`config.mk`:
```
export PLATFORM = sky130hd
export DESIGN_NAME = alu_seq
export DESIGN_NICKNAME = d
export VERILOG_FILES = /design/src/rtl/alu_seq.sv
export SDC_FILE = /design/constraint.sdc
export NUM_CORES = 1
export LEC_CHECK = 0
export BUFFER_PORTS_ARGS = -buffer_cell sky130_fd_sc_hd__buf_2
export CORE_AREA = 2 2 146 148
export DETAILED_ROUTE_END_ITERATION = 10
export DIE_AREA = 0 0 148 150
export PLACE_DENSITY_LB_ADDON = 0.08
export SYNTH_ARGS = -nofsm -noshare
export SYNTH_HDL_FRONTEND = slang
export SYNTH_SLANG_ARGS = --single-unit
```
`constraint.sdc`:
```
create_clock -name clk -period 4.6 [get_ports clk]
set_clock_uncertainty 0.15 [all_clocks]
set_input_delay 0.92 -clock clk [delete_from_list [all_inputs] [get_ports clk]]
set_output_delay 0.92 -clock clk [all_outputs]
set_load 0.02 [all_outputs]
```
`src/rtl/alu_seq.sv`:
```
// ---------------------------------------------------------------------------
// alu_seq -- handshaked, parametrised ALU with iterative multiply and divide.
//
// Sits between the register file and the writeback mux. The sequencer raises
// `start` with an opcode and operands; single-cycle ops complete on the
// accepting edge, MUL/DIV run for WIDTH cycles through a shared shift-add /
// restoring-divide datapath. `done` pulses once per accepted op.
//
// Ports
//   clk        in   sole clock, rising edge
//   reset      in   synchronous, active-high
//   start      in   request, only looked at while not busy
//   A, B       in   operands (dividend/multiplicand, divisor/multiplier)
//   operation  in   5-bit opcode, sampled with start
//   result     out  main result: ALU result, low product word or quotient
//   result_hi  out  high product word or remainder, 0 for other ops
//   CF ZF SF OF out carry, zero, sign, signed-overflow flags
//   busy       out  multi-cycle op in progress
//   done       out  one-cycle completion pulse
//
// WIDTH must be 4 or more.
// ---------------------------------------------------------------------------
module alu_seq #(
  parameter int WIDTH = 8
) (
  input  logic             clk,
  input  logic             reset,
  input  logic             start,
  input  logic [WIDTH-1:0] A,
  input  logic [WIDTH-1:0] B,
  input  logic [4:0]       operation,
  output logic [WIDTH-1:0] result,
  output logic [WIDTH-1:0] result_hi,
  output logic             CF,
  output logic             ZF,
  output logic             SF,
  output logic             OF,
  output logic             busy,
  output logic             done
);

  localparam int MSB = WIDTH - 1;
  localparam int CW  = $clog2(WIDTH + 1);

  localparam logic [4:0] OP_ADD = 5'b00000;
  localparam logic [4:0] OP_SUB = 5'b00001;
  localparam logic [4:0] OP_ADC = 5'b00010;
  localparam logic [4:0] OP_SBC = 5'b00011;
  localparam logic [4:0] OP_AND = 5'b00100;
  localparam logic [4:0] OP_OR  = 5'b00101;
  localparam logic [4:0] OP_NOT = 5'b00110;
  localparam logic [4:0] OP_XOR = 5'b00111;
  localparam logic [4:0] OP_INC = 5'b01000;
  localparam logic [4:0] OP_DEC = 5'b01001;
  localparam logic [4:0] OP_CMP = 5'b01010;
  localparam logic [4:0] OP_TST = 5'b01011;
  localparam logic [4:0] OP_MUL = 5'b01100;
  localparam logic [4:0] OP_DIV = 5'b01101;
  localparam logic [4:0] OP_SHL = 5'b10000;
  localparam logic [4:0] OP_SHR = 5'b10001;
  localparam logic [4:0] OP_SAL = 5'b10010;
  localparam logic [4:0] OP_SAR = 5'b10011;
  localparam logic [4:0] OP_ROL = 5'b10100;
  localparam logic [4:0] OP_ROR = 5'b10101;
  localparam logic [4:0] OP_RCL = 5'b10110;
  localparam logic [4:0] OP_RCR = 5'b10111;

  localparam logic [WIDTH:0] ONE = {{WIDTH{1'b0}}, 1'b1};

  typedef enum logic {IDLE, RUN} state_t;

  state_t           stateQ, stateD;
  logic [CW-1:0]    countQ, countD;
  logic [MSB:0]     hiQ, hiD;
  logic [MSB:0]     loQ, loD;
  logic [MSB:0]     opndQ, opndD;
  logic             isDivQ, isDivD;
  logic [MSB:0]     resultQ, resultD;
  logic [MSB:0]     resultHiQ, resultHiD;
  logic             cfQ, cfD, zfQ, zfD, sfQ, sfD, ofQ, ofD;
  logic             doneQ, doneD;

  logic [WIDTH:0]   tmp;
  logic [WIDTH:0]   cfExt;
  logic             ofS;
  logic             keepRes;
  logic             passA;
  logic [MSB:0]     aluRes;

  logic [WIDTH:0]   mulSum;
  logic [WIDTH:0]   divShift;
  logic [MSB:0]     divDiff;
  logic             divFits;
  logic [MSB:0]     stepHi;
  logic [MSB:0]     stepLo;

  // Single-cycle ALU. tmp carries the carry-out in its top bit; shifts and
  // rotates place the bit that falls off the end there. Unlisted opcodes
  // (and MUL/DIV, which the FSM overrides) fall to the default that keeps the
  // old result and derives flags from {CF, A}.
  always_comb begin
    cfExt   = {{WIDTH{1'b0}}, cfQ};
    tmp     = {cfQ, A};
    ofS     = 1'b0;
    keepRes = 1'b0;
    passA   = 1'b0;
    case (operation)
      OP_ADD: begin
        tmp = {1'b0, A} + {1'b0, B};
        ofS = (A[MSB] == B[MSB]) && (tmp[MSB] != A[MSB]);
      end
      OP_ADC: begin
        tmp = {1'b0, A} + {1'b0, B} + cfExt;
        ofS = (A[MSB] == B[MSB]) && (tmp[MSB] != A[MSB]);
      end
      OP_SUB: begin
        tmp = {1'b0, A} - {1'b0, B};
        ofS = (A[MSB] != B[MSB]) && (tmp[MSB] != A[MSB]);
      end
      OP_SBC: begin
        tmp = {1'b0, A} - {1'b0, B} - cfExt;
        ofS = (A[MSB] != B[MSB]) && (tmp[MSB] != A[MSB]);
      end
      OP_CMP: begin
        tmp   = {1'b0, A} - {1'b0, B};
        ofS   = (A[MSB] != B[MSB]) && (tmp[MSB] != A[MSB]);
        passA = 1'b1;
      end
      OP_AND: tmp = {1'b0, A & B};
      OP_OR:  tmp = {1'b0, A | B};
      OP_NOT: tmp = {1'b0, ~A};
      OP_XOR: tmp = {1'b0, A ^ B};
      OP_TST: begin
        tmp   = {1'b0, A & B};
        passA = 1'b1;
      end
      OP_INC: begin
        tmp = {1'b0, A} + ONE;
        ofS = !A[MSB] && tmp[MSB];
      end
      OP_DEC: begin
        tmp = {1'b0, A} - ONE;
        ofS = A[MSB] && !tmp[MSB];
      end
      OP_SHL, OP_SAL: tmp = {A, 1'b0};
      OP_SHR: tmp = {A[0], 1'b0, A[MSB:1]};
      OP_SAR: tmp = {A[0], A[MSB], A[MSB:1]};
      OP_ROL: tmp = {A, A[MSB]};
      OP_ROR: tmp = {A[0], A[0], A[MSB:1]};
      OP_RCL: tmp = {A, cfQ};
      OP_RCR: tmp = {A[0], cfQ, A[MSB:1]};
      default: keepRes = 1'b1;
    endcase
    if (keepRes) begin
      aluRes = resultQ;
    end else if (passA) begin
      aluRes = A;
    end else begin
      aluRes = tmp[MSB:0];
    end
  end

  // One iteration of the shared multi-cycle datapath.
  // MUL: hi accumulates the multiplicand when the multiplier LSB (in lo) is
  // set, then {hi, lo} shifts right; after WIDTH steps {hi, lo} is the product.
  // DIV: {rem, quotient} shifts left, the divisor is subtracted when it fits
  // and the quotient bit shifted into lo records whether it did.
  always_comb begin
    mulSum   = {1'b0, hiQ} + (loQ[0] ? {1'b0, opndQ} : '0);
    divShift = {hiQ, loQ[MSB]};
    divFits  = (divShift >= {1'b0, opndQ});
    divDiff  = divShift[MSB:0] - opndQ;
    if (isDivQ) begin
      stepHi = divFits ? divDiff : divShift[MSB:0];
      stepLo = {loQ[MSB-1:0], divFits};
    end else begin
      stepHi = mulSum[WIDTH:1];
      stepLo = {mulSum[0], loQ[MSB:1]};
    end
  end

  // Control FSM. IDLE completes single-cycle ops (and divide-by-zero) on the
  // accepting edge or launches a MUL/DIV; RUN steps the datapath and writes
  // the outputs on the last step. Outputs hold unless an op completes.
  always_comb begin
    stateD    = stateQ;
    countD    = countQ;
    hiD       = hiQ;
    loD       = loQ;
    opndD     = opndQ;
    isDivD    = isDivQ;
    resultD   = resultQ;
    resultHiD = resultHiQ;
    cfD       = cfQ;
    zfD       = zfQ;
    sfD       = sfQ;
    ofD       = ofQ;
    doneD     = 1'b0;
    case (stateQ)
      IDLE: begin
        if (start) begin
          if ((operation == OP_MUL) || ((operation == OP_DIV) && (B != '0))) begin
            stateD = RUN;
            countD = CW'(WIDTH);
            hiD    = '0;
            isDivD = (operation == OP_DIV);
            if (operation == OP_DIV) begin
              loD   = A;
              opndD = B;
            end else begin
              loD   = B;
              opndD = A;
            end
          end else if (operation == OP_DIV) begin
            resultD   = '1;
            resultHiD = A;
            cfD       = 1'b1;
            zfD       = 1'b0;
            sfD       = 1'b1;
            ofD       = 1'b1;
            doneD     = 1'b1;
          end else begin
            resultD   = aluRes;
            resultHiD = '0;
            cfD       = tmp[WIDTH];
            zfD       = (tmp == '0);
            sfD       = tmp[MSB];
            ofD       = ofS;
            doneD     = 1'b1;
          end
        end
      end
      RUN: begin
        hiD    = stepHi;
        loD    = stepLo;
        countD = countQ - CW'(1);
        if (countQ == CW'(1)) begin
          stateD    = IDLE;
          doneD     = 1'b1;
          resultD   = stepLo;
          resultHiD = stepHi;
          sfD       = stepLo[MSB];
          if (isDivQ) begin
            cfD = 1'b0;
            ofD = 1'b0;
            zfD = (stepLo == '0);
          end else begin
            cfD = (stepHi != '0);
            ofD = (stepHi != '0);
            zfD = ({stepHi, stepLo} == '0);
          end
        end
      end
      default: stateD = IDLE;
    endcase
  end

  // State and output registers; reset wins over everything and abandons any
  // multiply/divide in flight without a done pulse.
  always_ff @(posedge clk) begin
    if (reset) begin
      stateQ    <= IDLE;
      countQ    <= '0;
      hiQ       <= '0;
      loQ       <= '0;
      opndQ     <= '0;
      isDivQ    <= 1'b0;
      resultQ   <= '0;
      resultHiQ <= '0;
      cfQ       <= 1'b0;
      zfQ       <= 1'b0;
      sfQ       <= 1'b0;
      ofQ       <= 1'b0;
      doneQ     <= 1'b0;
    end else begin
      stateQ    <= stateD;
      countQ    <= countD;
      hiQ       <= hiD;
      loQ       <= loD;
      opndQ     <= opndD;
      isDivQ    <= isDivD;
      resultQ   <= resultD;
      resultHiQ <= resultHiD;
      cfQ       <= cfD;
      zfQ       <= zfD;
      sfQ       <= sfD;
      ofQ       <= ofD;
      doneQ     <= doneD;
    end
  end

  assign result    = resultQ;
  assign result_hi = resultHiQ;
  assign CF        = cfQ;
  assign ZF        = zfQ;
  assign SF        = sfQ;
  assign OF        = ofQ;
  assign busy      = (stateQ == RUN);
  assign done      = doneQ;

endmodule

```
==> summary.md, run 1 <==
| Metric | Value |
|---|---|
| # resized after CTS | 0 |
| Final Hold Vio Count | 0 |
| Maximum vdd drop | 121 µV |
| Synth Flop Type | dfxtp_1 |
| Placer Congestion | 0.980 |
| RSZ-0062 raised after global routing | no |
| Inserted Clock Buffers | 5 |
| Layout cell share with drive strength beyond 1 | 14.9% |
| Sequential power share | 34.5% |
| Clk_lat worst skew | 300 ps |
| Mean routed wirelength per cell | 21.5 µm |
| Worst-margin pin slew | 1030 ps |
| Critical Path AT | 4130 ps |
| # DRC | 0 |
| Fillers | 2293 |
| CTS sink count | 51 |
| Vias in the first global route | 5986 |
| Root buffer cell | clkbuf_16 |
| Status | finished clean |
| Htree depth | 2 |
| Mapped Area | 0.00606 mm² |
| Critical path fanouts, max | 12 |
| Post-synthesis sequential area ratio | 16.9% |
| Layout Nets | 897 |
| Clock share of power | 27.2% |
| Final HPWL from detailed placement | 18.6 mm |
| Post-CTS setup buffers | 0 |
| Cells after synthesis | 794 |
| Cell Int Power | 0.000844 W |
| # hold bufs at CTS | 0 |
| Finish-stage setup viols | 0 |
| Final setup TNS | 0 ps |
| Post-Syn Area per Cell | 7.63 µm² |
| Clk buf depth | 2 |
| Area of the multi-input gates | 0.00460 mm² |
| Via count | 6197 |
| Required time of the critical path | 4600 ps |
| Synth Register Bits | 51 |
| Largest net degree at the start of global routing | 55 |
| Number of distinct library cells after synthesis | 96 |
| Initial drt markers | 447 |
| DIE WIDTH | 148 µm |
| Min Tclk post-route | 4130 ps |
| # Max-Cap Violations | 0 |
| Synth warn | 0 |
| Worst-path clk slew | 70 ps |
| Fmax | 242 MHz |
| Critical path capture point type | flip-flop |
| FFs w/ async S/R, synth | 0% |
| FP Rows | 53 |
| Initial antenna violation count | 0 |
| Vias per cell | 5.67 |
| Synth-to-Final Area Change | 11.0% |
| P per Cell Area | 203 mW/mm² |
| Crit-path max cell delay | 510 ps |
| Top-Level Pins | 46 |
| GRT overflow | 0 |
| Final Slew Violations | 0 |
| Net Sw Frac | 38.2% |
| Register area | 0.00102 mm² |
| EDFF count, synth | 0 |
| Switching pwr | 0.000521 W |
| Starting density of the core | 29.3% |
| Slew HR | 31.5% |
| CTS tree | yes |
| CP Class | in -> reg |
| Global-route wire length before repair | 36.3 mm |
| Worst min path class | reg -> reg |
| Critical path cell sequence | buf_2, inv_1, ha_1, fa_1, nor3_1, o31a_1, o311ai_2, and4_4, xor2_1, a221oi_2, a22oi_1, o21ai_1, a21oi_1 |
| PortBufs | 45 |
| P_leak | 2.61 nW |
| Die Area | 0.0222 mm² |
| Post-Route WL | 23.6 mm |
| Fin crit share | 89.9% |
| Die height | 150 µm |
| Power share of the combinational group | 38.3% |
| GRT Total Usage | 21.2% |
| Hold Worst Slack | 310 ps |
| Startpoint class of the critical path | input pin |
| Total iterations of the first detailed-routing run | 7 |
| Area of the core | 0.0207 mm² |
| Final ANT Viol Nets | 0 |
| Syn_nets | 872 |
| Slowest-stage cell, CP | nor3_1 |
| Antenna cell count | 0 |
[logic make-up (layout without fill, tap and decap cells)]
kind of cell / after synthesis / in the layout / share of synthesized area (%)
buffers and inverters: 103 / 127 / 7.21
and+or+nand+nor: 274 / 274 / 23.9
xor gates and xnor gates: 30 / 30 / 4.46
DFF: 51 / 51 / 16.9
adders and majority gates: 54 / 54 / 11.7
AOI/OAI and AO/OA: 244 / 244 / 29.4
muxes: 38 / 38 / 6.49
[state kept, by name, indices dropped and copies added (netlist names), 4 cells and up]
| name | count |
|---|---|
| loQ | 8 |
| result_hi | 8 |
| countQ | 4 |
| opndQ | 8 |
| hiQ | 8 |
| result | 8 |
[metal layers]
metal / wire length, µm / track usage [%] / vias to the layer above
met4: 433 / 4.86 / 0
met1: 11400 / 30.3 / 2986
met2: 10400 / 33.3 / 201
met5: 0 / 0 / -
li1: - / - / 2987
met3: 1310 / 3.32 / 23
[power by group through the flow]
stage,Clock [W],Combinational (W),Sequential (W)
after floorplan,0,0.000344,0.000493
after global placement,0,0.000517,0.000481
after detailed placement,0,0.000515,0.000481
after CTS,0.000385,0.000517,0.000471
after global routing,0.000400,0.000566,0.000473
final,0.000372,0.000523,0.000471
[worst max-delay path, delay by kind of cell]
family	cells	cell delay [ps]
AOI/OAI and AO/OA	6	1170
xor gates and xnor gates	1	140
adders and majority gates	2	710
buffers and inverters	2	420
and+or+nand+nor	2	760
[layout by cell type, fill, tap and decap left out, drive strengths merged, types with 25 or more instances in the layout]
cell type / instances
a211oi: 28
a21oi: 50
buf: 75
dfxtp: 51
ha: 50
inv: 44
mux2i: 28
nand2: 57
nor2: 73
nor3: 25
o21ai: 49
[layout make-up]
class / instances / area share [%]
multi-input cells: 640 / 68.5
flip-flops and latches: 51 / 15.2
repair buffers: 75 / 6.70
well taps: 275 / 5.12
inverters: 46 / 2.57
clock buffers: 5 / 1.86
clock inverters: 1 / 0.112
[cells in the mapped netlist, drive strengths merged (7+ instances only)]
cell type,count,share of area (%)
nor2,73,4.5
nand2,57,3.5
dfxtp,51,17
a21oi,50,4.3
ha,50,10
o21ai,49,4.1
inv,44,2.7
clkbuf,31,1.9
a211oi,28,3.7
mux2i,28,4.6
buf,26,2.4
nor3,25,2.3
xnor2,20,3.0
and3,17,1.8
nand3,17,1.5
a221oi,14,2.3
and2,12,1.3
nor2b,11,1.1
mux2,10,1.9
nand2b,10,1.0
o211ai,10,1.2
xor2,10,1.4
a22oi,9,1.1
nand4,9,0.93
nor3b,9,1.2
o21a,7,0.87
[through the flow]
step	worst slack (ps)	util, %	total power [W]	cells	instance area, µm²
global placement	268	31.9	0.000998	1087	6590
global route	337	32.5	0.00144	1093	6720
detailed placement	234	31.9	0.000996	1087	6590
CTS	554	32.5	0.00137	1093	6720
floorplan	779	-	0.000837	794	6060
finish	467	32.5	0.00137	1093	6720
[worst paths after layout]
path	startpoint	endpoint	slack, ps	cells past startpoint
setup / recovery	A[0]	SF$_SDFFE_PP0P_	470	13
hold / removal	result[3]$_SDFFE_PP0P_	result[3]$_SDFFE_PP0P_	310	2
setup reg to reg	loQ[0]$_SDFFE_PP0P_	ZF$_SDFFE_PP0P_	1040	13
hold reg to reg	result[3]$_SDFFE_PP0P_	result[3]$_SDFFE_PP0P_	310	2
Power figures use the tool's default switching activity.
==> inputs of run 2 (changes only) <==
==> constraint.sdc (replaced) <==
create_clock -name clk -period 4.6 [get_ports clk]
set_clock_uncertainty 0.15 [all_clocks]
set_input_delay 0.23 -clock clk [delete_from_list [all_inputs] [get_ports clk]]
set_output_delay 0.23 -clock clk [all_outputs]
set_load 0.02 [all_outputs]
==> run 2 against run 1 <==
  * Hold slack got worse by 140 ps
  * Critical endpoint is now ZF$_SDFFE_PP0P_
  * Sequential share of layout area grew 0.21 points
  * Count of clock-buffer cells in the layout stayed put
  * Flip-flop and latch count stayed put
  * Critical path depth is the same
  * Wire length is 2.4% higher
  * Global-route usage increased by 0.60 points
  * Largest power group unchanged
  * Register-to-register slack is essentially flat
  * Combinational power down 2%
==> summary.md, run 2 (synthesized netlist as in run 1, its figures left out) <==
| Metric | Value |
|---|---|
| R2r worst-path depth | 13 |
| Cell Int Power | 0.000846 W |
| Critical Path Start | loQ[0]$_SDFFE_PP0P_ |
| Power share of the combinational group | 36.8% |
| Core Util, Final | 32.1% |
| Final Slew Violations | 0 |
| Commonest non-fill, non-tap cells in the layout | nor2_1 (73), nand2_1 (57), dfxtp_1 (51) |
| Worst-path clk slew | 80 ps |
| Critical path fanouts, max | 10 |
| GRT overflow | 0 |
| GRT Total Usage | 21.8% |
| Switching pwr | 0.000543 W |
| Most common cell after layout, fill and taps aside | nor2_1 |
| CTS sink count | 51 |
| CP endpoint | ZF$_SDFFE_PP0P_ |
| Fmax | 281 MHz |
| Final setup TNS | 0 ps |
| Power, Total | 0.00139 W |
| # hold bufs at CTS | 0 |
| Worst-margin pin slew | 1110 ps |
| FP Rows | 53 |
| Inserted Clock Buffers | 5 |
| Layout Nets | 882 |
| Largest net degree at the start of global routing | 55 |
| Reg2reg setup slack | 1040 ps |
| Initial antenna violation count | 0 |
| Post-Route WL | 24.1 mm |
| RSZ-0062 raised after global routing | no |
| Starting density of the core | 29.3% |
| Root buffer cell | clkbuf_16 |
| Maximum vdd drop | 120 µV |
| # DRC | 0 |
| Top-Level Pins | 46 |
| Final ANT Viol Nets | 0 |
| Required time of the critical path | 4680 ps |
| Slew HR | 25.7% |
| Final Hold Vio Count | 0 |
| Mean routed wirelength per cell | 22.3 µm |
| Clock share of power | 29.2% |
| P_leak | 2.55 nW |
| Post-CTS setup buffers | 0 |
| Finish-stage setup viols | 0 |
| Global-route wire length before repair | 36.9 mm |
| Startpoint class of the critical path | flip-flop |
| Fin cells | 1080 |
| Min Tclk post-route | 3560 ps |
| PortBufs | 45 |
| Status | finished clean |
| Die Area | 0.0222 mm² |
| Hold Path Depth | 3 |
| Worst R2R Start | loQ[0]$_SDFFE_PP0P_ |
| P per Cell Area | 209 mW/mm² |
| Net Sw Frac | 39.1% |
| Clk buf depth | 2 |
| Htree depth | 2 |
| Synth-to-Final Area Change | 9.52% |
| Worst min path class | in -> reg |
| Placer Congestion | 0.953 |
| CTS tree | yes |
| Total iterations of the first detailed-routing run | 5 |
| R2R Path End | ZF$_SDFFE_PP0P_ |
| # resized after CTS | 0 |
| CP Class | reg -> reg |
| Via count | 6234 |
| Layout cell share with drive strength beyond 1 | 13.5% |
| Fin crit share | 77.3% |
| Critical path capture point type | flip-flop |
| Vias per cell | 5.77 |
| Initial drt markers | 455 |
| Clk_lat worst skew | 310 ps |
| Vias in the first global route | 5903 |
| Critical Path AT | 3640 ps |
| Die height | 150 µm |
| Area of the core | 0.0207 mm² |
| Placed cells | 1072 |
| Final HPWL from detailed placement | 18.7 mm |
| DIE WIDTH | 148 µm |
| Sequential power share | 33.9% |
| # Max-Cap Violations | 0 |
| Antenna cell count | 0 |
## run 2: cell types whose count changed in the layout (fill, tap and decap cells not counted)
| cell | before | now |
|---|---|---|
| clkinvlp_4 | 1 | 0 |
| clkinv_4 | 0 | 2 |
| inv_8 | 0 | 1 |
| buf_4 | 30 | 15 |
## run 2: cell type report
class	instances	area, µm²
fill	2283	14100
multi-input combinational	640	4600
sequential	51	1020
tap	275	344
timing repair buffer	60	338
inverter	46	173
clock buffer	5	125
clock inverter	3	28.8
## run 2: worst min path at each step
stage / to / start / slack, ps
floorplan: countQ[3]$_SDFFE_PP0P_ / countQ[3]$_SDFFE_PP0P_ / 290
global placement: result[3]$_SDFFE_PP0P_ / result[3]$_SDFFE_PP0P_ / 310
detailed placement: result[3]$_SDFFE_PP0P_ / result[3]$_SDFFE_PP0P_ / 300
CTS: opndQ[5]$_SDFFE_PP0P_ / B[5] / 170
global route: opndQ[6]$_SDFFE_PP0P_ / B[6] / 180
finish: opndQ[5]$_SDFFE_PP0P_ / B[5] / 170
## run 2: metal layers
metal,vias to the layer above,part of all wire [%],track usage (%)
met3,27,5.9,3.78
met2,224,44,33.4
met1,3026,48,31.2
met5,-,0,0
met4,0,2.5,6.14
li1,2957,-,-
## run 2: per-stage QoR
| stage | hold WS (ps) | instance area [µm²] | setup slack, ps |
|---|---|---|---|
| final | 169 | 6630 | 1040 |
| after floorplan | 293 | 6060 | 1470 |
| after global placement | 306 | 6480 | 794 |
| after CTS | 169 | 6630 | 1020 |
| after detailed placement | 303 | 6480 | 854 |
| after global routing | 182 | 6630 | 735 |
## run 2: critical path, stage by stage (launching register included)
cell      delay [ps]
dfxtp_1          540
and2_1           190
ha_1             190
inv_1             60
fa_1             410
nor2b_1          120
o21ai_0          130
a21boi_0         300
nor2_1           110
o22a_1           210
nor3_1           260
a41oi_1          250
o41a_1           490
o31ai_2           70
## run 2: power by group through the flow
stage               combinational (W)  clock (W)  sequential [W]
detailed placement           0.000505          0        0.000482
floorplan                    0.000344          0        0.000493
finish                       0.000512   0.000406        0.000471
global route                 0.000559   0.000434        0.000474
CTS                          0.000508   0.000420        0.000471
global placement             0.000508          0        0.000481
==> inputs of run 3 (changes only) <==
==> constraint.sdc (replaced) <==
create_clock -name clk -period 3.43 [get_ports clk]
set_clock_uncertainty 0.15 [all_clocks]
set_input_delay 0.1715 -clock clk [delete_from_list [all_inputs] [get_ports clk]]
set_output_delay 0.1715 -clock clk [all_outputs]
set_load 0.02 [all_outputs]
==> run 3 against run 2 <==
  * Largest power group unchanged
  * Largest cell class unchanged
  * Power up 36%
  * First-iteration DRC count up 14%
  * Flip-flop and latch count unchanged
  * Final cell count up 4.8%
  * Via count up 1.2%
  * Critical path type unchanged
  * Die area unchanged
==> summary.md, run 3 (synthesized netlist as in run 1, its figures left out) <==
| Metric | Value |
|---|---|
| GRT overflow | 0 |
| Global-route wire length before repair | 37.0 mm |
| Area of the core | 0.0207 mm² |
| Required time of the critical path | 3500 ps |
| Crit-path max cell delay | 500 ps |
| Final ANT Viol Nets | 0 |
| PortBufs | 45 |
| Commonest non-fill, non-tap cells in the layout | nor2_1 (73), buf_4 (67), nand2_1 (57) |
| # hold bufs at CTS | 0 |
| Die Area | 0.0222 mm² |
| Fmax | 306 MHz |
| Vias per cell | 5.57 |
| FP Rows | 53 |
| R2R Path End | ZF$_SDFFE_PP0P_ |
| P_leak | 2.81 nW |
| Final Hold Vio Count | 0 |
| Total iterations of the first detailed-routing run | 5 |
| Status | finished clean |
| Mean routed wirelength per cell | 21.2 µm |
| WHS Endpoint | opndQ[6]$_SDFFE_PP0P_ |
| Htree depth | 2 |
| Final setup TNS | 0 ps |
| Switching pwr | 0.000711 W |
| Synth-to-Final Area Change | 15.8% |
| Layout Nets | 934 |
| Clock share of power | 27.2% |
| CTS tree | yes |
| Worst-margin pin slew | 1060 ps |
| Initial drt markers | 520 |
| Top-Level Pins | 46 |
| Critical path cell sequence | inv_1, ha_1, a21oi_1, o21ai_1, a221o_2, and3_1, o22a_1, nor3_1, a41oi_1, o41a_1, o31ai_2 |
| Final Slew Violations | 0 |
| Worst Min Path Start | B[6] |
| Startpoint class of the critical path | flip-flop |
| Vias in the first global route | 6052 |
| Maximum vdd drop | 170 µV |
| Post-route design area | 0.00701 mm² |
| Largest net degree at the start of global routing | 55 |
| Slowest-stage cell, CP | a221o_2 |
| P per Cell Area | 269 mW/mm² |
| Sequential power share | 33.4% |
| Via count | 6309 |
| Die height | 150 µm |
| Clk buf depth | 2 |
| Placer Congestion | 0.890 |
| Fin crit share | 95.3% |
| Reg2reg setup slack | 160 ps |
| # Max-Cap Violations | 0 |
| Placed cells | 1124 |
| Worst min path class | in -> reg |
| Finish-stage setup viols | 0 |
| RSZ-0062 raised after global routing | no |
| Hold Path Depth | 3 |
| Root buffer cell | clkbuf_16 |
| # DRC | 0 |
| Net Sw Frac | 37.8% |
| GRT Total Usage | 21.6% |
| Worst-path clk slew | 80 ps |
| Initial antenna violation count | 0 |
| CTS sink count | 51 |
| Critical path capture point type | flip-flop |
| Critical path fanouts, max | 12 |
| Fin cells | 1132 |
| Critical Path AT | 3330 ps |
| CP Class | reg -> reg |
| Worst R2R Start | opndQ[4]$_SDFFE_PP0P_ |
| Clk_lat worst skew | 310 ps |
| Placed Area | 0.00687 mm² |
| R2r worst-path depth | 11 |
| Cell Int Power | 0.00117 W |
| Post-Route WL | 24.0 mm |
| Layout cell share with drive strength beyond 1 | 18.9% |
| DIE WIDTH | 148 µm |
| Final HPWL from detailed placement | 19.1 mm |
| Power share of the combinational group | 39.4% |
| Most common cell after layout, fill and taps aside | nor2_1 |
| Antenna cell count | 0 |
| Inserted Clock Buffers | 5 |
| Starting density of the core | 29.3% |
| Slew HR | 29.2% |
| Min Tclk post-route | 3270 ps |
[run 3: power by group through the flow]
stage                     clock, W  combinational [W]  sequential, W
after CTS                 0.000527           0.000737       0.000629
after global placement           0           0.000739       0.000642
final                     0.000512           0.000742       0.000629
after floorplan                  0           0.000461       0.000661
after detailed placement         0           0.000735       0.000643
after global routing      0.000550           0.000806       0.000631
[run 3: metal layers]
metal,vias to the layer above,GRT usage (%),part of all wire [%],wire [µm]
met5,-,0,0,0
met4,0,3.81,1.3,302
met3,19,1.98,4.5,1070
met2,187,33.4,43,10300
met1,3041,32.7,51,12300
li1,3062,-,-,-
[run 3: through the flow]
step | setup slack (ps) | power, W | utilization (%) | hold slack [ps]
after floorplan | 357 | 0.00112 | - | 262
after global placement | 97.4 | 0.00138 | 33.2 | 299
after detailed placement | 113 | 0.00138 | 33.2 | 294
after CTS | 65.7 | 0.00189 | 33.9 | 120
after global routing | 8.63 | 0.00199 | 33.9 | 158
final | 162 | 0.00188 | 33.9 | 119
[run 3: worst max path at each step]
stage | slack [ps] | endpoint | cells past startpoint | start
6_report | 160 | ZF$_SDFFE_PP0P_ | 11 | opndQ[4]$_SDFFE_PP0P_
5_1_grt | 9 | ZF$_SDFFE_PP0P_ | 11 | opndQ[4]$_SDFFE_PP0P_
4_1_cts | 70 | ZF$_SDFFE_PP0P_ | 11 | opndQ[4]$_SDFFE_PP0P_
3_5_place_dp | 110 | ZF$_SDFFE_PP0P_ | 11 | opndQ[4]$_SDFFE_PP0P_
3_3_place_gp | 100 | result[5]$_SDFFE_PP0P_ | 13 | B[0]
2_1_floorplan | 360 | ZF$_SDFFE_PP0P_ | 13 | A[0]
[run 3: critical path, delay by kind of cell (launching register included)]
kind,cells,cell delay (ps)
DFF,1,360
and+or+nand+nor,2,420
adders and majority gates,1,340
buffers and inverters,1,60
AOI/OAI and AO/OA,7,1860
[run 3: repair_timing]
item | CTS | global route
resized for setup | 0 | 2
buffers inserted | 0 | 0
endpoints found under the setup margin | 0 | 2
[run 3: layout make-up]
cell class	instances	area, µm²
Sequential cell	51	1020
Tap cell	275	344
Timing Repair Buffer	112	728
Clock inverter	3	18.8
Multi-Input combinational cell	640	4600
Fill cell	2272	13700
Clock buffer	5	125
Inverter	46	173
